[src/rtl/crypto1_core_sched.sv]
// Crypto1 search-core job scheduler: sweeps 256 (even, odd) index pairs over NCORES slots,
// collects hits through a round-robin arbiter into a FWFT key FIFO. Option: CRYPTO1_SCHED_EARLY_STOP_EN.
module crypto1_core_sched #(
    parameter int NCORES     = 4,
    parameter int FIFO_DEPTH = 4
) (
    input  logic                  CLK,
    input  logic                  RESETn,
    input  logic                  START,
    input  logic [47:0]           BITSTREAM,
    output logic                  BUSY,
    output logic                  DONE,
    output logic [8:0]            KEYS_FOUND,
    output logic [47:0]           CORE_BITSTREAM,
    output logic [NCORES-1:0]     CORE_START,
    output logic [4*NCORES-1:0]   CORE_EIDX,
    output logic [4*NCORES-1:0]   CORE_OIDX,
    input  logic [NCORES-1:0]     CORE_DONE,
    input  logic [NCORES-1:0]     CORE_HIT,
    input  logic [48*NCORES-1:0]  CORE_KEY,
    output logic                  KEY_VALID,
    output logic [47:0]           KEY_DATA,
    input  logic                  KEY_READY
);
    localparam int unsigned NC = NCORES;
    localparam int SW = (NCORES > 1) ? $clog2(NCORES) : 1;
    localparam int AW = $clog2(FIFO_DEPTH);

    typedef enum logic [2:0] {S_IDLE, S_LOAD, S_DISPATCH, S_DRAIN, S_FINISH} state_t;
    typedef enum logic [1:0] {SLOT_FREE, SLOT_BUSY, SLOT_HELD} slot_t;

    state_t        state;
    slot_t         slot_st  [NCORES];
    logic [47:0]   slot_key [NCORES];
    logic [47:0]   bitstream_q;
    logic [8:0]    job;
    logic [SW-1:0] last_grant;

    logic [47:0]   fifo_mem [FIFO_DEPTH];
    logic [AW:0]   wr_ptr, rd_ptr;
    logic          fifo_empty, fifo_full, pop, push;

    logic          free_found, all_free, grant_found, dispatch_ok, stop_now;
    logic [SW-1:0] free_idx, grant_idx;
    int unsigned   idx;

    assign fifo_empty = (wr_ptr == rd_ptr);
    assign fifo_full  = (wr_ptr[AW] != rd_ptr[AW]) && (wr_ptr[AW-1:0] == rd_ptr[AW-1:0]);
    assign pop        = KEY_READY && !fifo_empty;
    assign KEY_VALID  = !fifo_empty;
    assign KEY_DATA   = fifo_empty ? '0 : fifo_mem[rd_ptr[AW-1:0]];

    // Full FIFO accepts a write only when the head is being consumed in the same cycle.
    assign push = grant_found && (!fifo_full || KEY_READY);

`ifdef CRYPTO1_SCHED_EARLY_STOP_EN
    assign stop_now = push;
`else
    assign stop_now = 1'b0;
`endif

    assign dispatch_ok = (state == S_DISPATCH) && !job[8] && free_found && !stop_now;

    always_comb begin
        free_found = 1'b0;
        free_idx   = '0;
        all_free   = 1'b1;
        for (int unsigned i = NC; i > 0; i--) begin
            if (slot_st[i-1] == SLOT_FREE) begin
                free_found = 1'b1;
                free_idx   = SW'(i - 1);
            end else begin
                all_free = 1'b0;
            end
        end
    end

    // Search starts at the slot after the last one granted.
    always_comb begin
        grant_found = 1'b0;
        grant_idx   = '0;
        idx         = 0;
        for (int unsigned k = 1; k <= NC; k++) begin
            idx = (32'(last_grant) + k) % NC;
            if (!grant_found && slot_st[idx] == SLOT_HELD) begin
                grant_found = 1'b1;
                grant_idx   = SW'(idx);
            end
        end
    end

    always_ff @(posedge CLK) begin
        if (push) fifo_mem[wr_ptr[AW-1:0]] <= slot_key[grant_idx];
    end

    always_ff @(posedge CLK) begin
        if (!RESETn) begin
            state          <= S_IDLE;
            BUSY           <= 1'b0;
            DONE           <= 1'b0;
            KEYS_FOUND     <= '0;
            CORE_BITSTREAM <= '0;
            CORE_START     <= '0;
            CORE_EIDX      <= '0;
            CORE_OIDX      <= '0;
            bitstream_q    <= '0;
            job            <= '0;
            last_grant     <= '0;
            wr_ptr         <= '0;
            rd_ptr         <= '0;
            for (int unsigned s = 0; s < NC; s++) begin
                slot_st[s]  <= SLOT_FREE;
                slot_key[s] <= '0;
            end
        end else begin
            CORE_START <= '0;
            DONE       <= 1'b0;

            for (int unsigned s = 0; s < NC; s++) begin
                case (slot_st[s])
                    SLOT_FREE: begin
                        if (dispatch_ok && free_idx == SW'(s)) begin
                            slot_st[s]           <= SLOT_BUSY;
                            CORE_START[s]        <= 1'b1;
                            CORE_EIDX[4*s +: 4]  <= job[7:4];
                            CORE_OIDX[4*s +: 4]  <= job[3:0];
                        end
                    end
                    SLOT_BUSY: begin
                        if (CORE_DONE[s]) begin
                            if (CORE_HIT[s]) begin
                                slot_st[s]  <= SLOT_HELD;
                                slot_key[s] <= CORE_KEY[48*s +: 48];
                            end else begin
                                slot_st[s] <= SLOT_FREE;
                            end
                        end
                    end
                    SLOT_HELD: begin
                        if (push && grant_idx == SW'(s)) slot_st[s] <= SLOT_FREE;
                    end
                    default: slot_st[s] <= SLOT_FREE;
                endcase
            end

            if (dispatch_ok) job <= job + 9'd1;

            if (push) begin
                wr_ptr     <= wr_ptr + 1'b1;
                last_grant <= grant_idx;
                if (KEYS_FOUND != 9'h1FF) KEYS_FOUND <= KEYS_FOUND + 9'd1;
            end
            if (pop) rd_ptr <= rd_ptr + 1'b1;

            case (state)
                S_IDLE: begin
                    if (START) begin
                        bitstream_q <= BITSTREAM;
                        job         <= '0;
                        KEYS_FOUND  <= '0;
                        BUSY        <= 1'b1;
                        state       <= S_LOAD;
                    end
                end
                S_LOAD: begin
                    CORE_BITSTREAM <= bitstream_q;
                    state          <= S_DISPATCH;
                end
                S_DISPATCH: begin
                    if (stop_now || job[8]) state <= S_DRAIN;
                end
                S_DRAIN: begin
                    if (all_free) begin
                        DONE  <= 1'b1;
                        BUSY  <= 1'b0;
                        state <= S_FINISH;
                    end
                end
                S_FINISH: state <= S_IDLE;
                default:  state <= S_IDLE;
            endcase
        end
    end
endmodule

[config.mk]
export PLATFORM = sky130hd
export DESIGN_NAME = crypto1_core_sched
export DESIGN_NICKNAME = d
export VERILOG_FILES = /design/src/rtl/crypto1_core_sched.sv
export SDC_FILE = /design/constraint.sdc
export NUM_CORES = 1
export LEC_CHECK = 0
export CAP_MARGIN = 10
export CORE_UTILIZATION = 25
export CTS_CLUSTER_SIZE = 16
export DETAILED_ROUTE_END_ITERATION = 10
export PLACE_DENSITY = 0.56
export SLEW_MARGIN = 20
export SYNTH_ARGS = -nofsm -noshare
export SYNTH_HDL_FRONTEND = slang
export SYNTH_SLANG_ARGS = --single-unit
[constraint.sdc]
create_clock -name CLK -period 4.1 [get_ports CLK]
set_clock_uncertainty 0.1 [all_clocks]
set_input_delay 0.82 -clock CLK [delete_from_list [all_inputs] [get_ports CLK]]
set_output_delay 0.82 -clock CLK [all_outputs]
set_load 0.005 [all_outputs]
==> results.py <==
metrics = {
    "power": {
        "peakVddDrop_v": 0.000619,
        "p_leak_nw": 11.0,
        "power_density_mw_per_mm2": 641,
    },
    "run": {
        "max-cap-violations": 0,
    },
    "hold_path": {
        "min_path_cells": 2,
        "worstHoldStart": "bitstream_q[20]$_SDFFE_PN0P_",
        "hold_class": "reg2reg",
    },
    "final_layout": {
        "final_util": 0.340,
        "drive_gt1_frac": 0.0977,
        "final_area_sq_mm": 0.0302,
        "area_growth_pct": 33.8,
        "fin_nets": 2296,
    },
    "place": {
        "io_buffers": 395,
        "routabilityCongestion": 0.775,
        "hpwl_microns": 43300,
        "placed_cell_area_sq_mm": 0.0279,
        "dp_slack_ps": 877,
    },
    "critical_path": {
        "worst-path-buf-inv": 2,
        "cp.arrival_ps": 2770,
        "end_kind": "output port",
        "critPathRequiredTime_ps": 3180,
        "critical_path_class": "reg2out",
        "cp-start-kind": "flop",
        "reg2regPathDepth": 6,
        "crit_fanout": 24,
        "crit_chain": "buf_12 -> mux4_2 -> and2_1 -> clkdlybuf4s50_1",
        "cp.depth": 4,
        "critPathTopFamily": "buffers and inverters",
        "r2r-start": "slot_st[3][1]$_SDFFCE_PP0P_",
        "max_stage_delay_ps": 640,
        "r2r_setup_slack_ps": 870,
        "worst_path_max_delay_cell": "dfxtp_4",
    },
    "floorplan": {
        "ios": 396,
        "start_util": 0.254,
        "die_w_microns": 303,
        "core_sq_mm": 0.0889,
        "die_area_sq_mm": 0.0915,
        "fp.dieH_microns": 303,
        "num_rows": 109,
    },
    "sta": {
        "max_slew_margin": 0.309,
        "drv_slew": 0,
        "max_freq_ghz": 0.271,
        "timing.final.crit_share": 0.900,
        "rsz0062_at_grt": "no",
        "tightest_slew_ps": 1030,
        "finalHoldViolCount": 0,
        "fin_ws_ps": 411,
        "fin_tns_setup_ps": 0,
        "setup_violations": 0,
        "finalWorstPathRequiredPeriod_ps": 3690,
    },
    "clock_tree": {
        "cts_tree": "done",
        "hold_buffers": 0,
        "clock_latency_ps": 620,
        "htree_levels": 3,
        "clockRootBuffer": "clkbuf_16",
        "cts_buffers": 67,
        "cts_buffer_depth": 3,
        "path_clk_slew_ps": 60,
        "numClockSinks": 559,
        "postCtsResizedCells": 0,
        "post-cts-setup-buffers": 0,
    },
    "synthesis": {
        "synthAdderAreaFrac": 0.00388,
        "synth_top_family_by_area": "simple AND/OR/NAND/NOR gates",
        "synth_seq_area_share": 0.670,
        "synthXorXnorAreaFrac": 0.00466,
        "synth.net_count": 1907,
        "yosys.cell_types.count": 60,
        "mappedNetlistArea_sq_mm": 0.0226,
        "ys_top_cells_by_area": "edfxtp_1 (52%), dfxtp_1 (15%), mux2i_1 (7.6%)",
        "syn_avg_cell_area_sq_um": 13.7,
        "syn_inst": 1648,
        "synth_ff_type": "edfxtp_1",
        "ys_warn_count": 0,
        "ys_ff_latch": 559,
        "synth_compound_area_frac": 0.0393,
        "synth_area_leader_cell": "edfxtp_1",
        "async_reset_ff_frac": 0,
        "synth_enable_flop_cells": 392,
        "yosys.area_share.simple": 0.135,
        "synth_mux_area_frac": 0.124,
        "synth_top_area_share": 0.521,
    },
    "route": {
        "ant_nets": 0,
        "drc_errors": 0,
        "avgViaCountPerCell": 4.44,
        "wl_per_cell_microns": 20.2,
        "vias": 14400,
        "drt_iter0_markers": 669,
        "dr.pass1.iters": 5,
        "drt-total-wl_microns": 65600,
    },
    "status": {
        "status": "finished clean",
    },
    "grt": {
        "grt_first_pass_wirelength_microns": 96000,
        "grt_usage": 0.141,
        "antenna_found_initial": 12,
        "first_global_vias": 15400,
        "grt_overflow_total": 0,
        "grt_max_degree": 98,
    },
}
## metrics by stage
step | std cells | total power [mW] | hold slack [ps]
finish | 3253 | 19.4 | 350
global route | 3252 | 20.3 | 367
CTS | 3252 | 19.8 | 354
detailed placement | 3133 | 13.5 | 345
global placement | 3133 | 13.4 | 340
floorplan | 1648 | 10.7 | 332
## layout make-up
type                       instances  area [sq um]
timing repair buffer             420          4240
clock buffer                      87          1830
inverter                           8          32.5
antenna                            1          2.50
multi-input combinational        981          7030
fill                            8701         58700
tap                             1165          1460
clock inverter                    32           494
sequential                       559         15100
## registers in the layout, indices dropped and copies added (netlist names), 8 cells and up, named ones only
register,count
CORE_EIDX,16
slot_key,192
bitstream_q,48
job,9
CORE_OIDX,16
KEYS_FOUND,9
slot_st,8
CORE_BITSTREAM,48
fifo_mem,192
## cells in the final DEF (no fill, tap or decap), drive strengths merged, types with 6 or more instances in the layout
cell type,count
inv,10
ha,7
buf,25
xnor2,7
and2,251
nor2,64
mux4,48
bufinv,8
mux2i,172
a22o,8
clkinv,20
nand3,13
nand2,215
and3,7
clkbuf,87
o21ai,13
nand4,7
a21oi,105
clkdlybuf4s50,395
dfxtp,167
nor3,6
edfxtp,392
## path summary, 6_finish.rpt
check,to
max,KEY_DATA[11]
min,CORE_BITSTREAM[20]$_SDFFE_PN0P_
max reg2reg,fifo_mem[0][27]$_DFFE_PP_
min reg2reg,CORE_BITSTREAM[20]$_SDFFE_PN0P_
## cell usage after synthesis, drive strengths merged, types with 3 or more instances
master,instances
a21oi,105
a22o,8
a311oi,3
a31oi,3
and2,251
and3,7
and4,3
buf,30
clkbuf,70
dfxtp,167
edfxtp,392
ha,7
inv,8
mux2i,172
mux4,48
nand2,215
nand2b,5
nand3,13
nand4,7
nand4b,3
nor2,64
nor2b,5
nor3,6
o21ai,13
or3,4
xnor2,7
xor2,5
## worst register-to-register path: stages (launching register included)
cell	delay (ps)
edfxtp_1	520
nor2b_1	280
a31oi_1	160
o32ai_1	280
a311o_2	610
buf_4	460
mux2i_1	540
## cells by family after synthesis
kind of cell / Yosys count
multiplexers: 220
buffers and inverters: 108
AO/OA/AOI/OAI: 150
AND/OR/NAND/NOR: 592
adder cells (fa/ha/maj): 7
XOR/XNOR: 12
flip-flops: 559
## power by group
group,total (mW),switching (mW),internal [mW]
Sequential,7.72,0.353,7.36
Clock,6.18,2.46,3.72
Combinational,5.48,2.90,2.58
## layer usage
layer,up-vias,share of wire,GRT usage
li1,6706,-,-
met1,7186,0.42,0.174
met2,432,0.49,0.243
met3,107,0.068,0.0384
met4,16,0.019,0.0367
met5,-,0.0016,0
No activity file was read; power rests on OpenSTA's default activity.
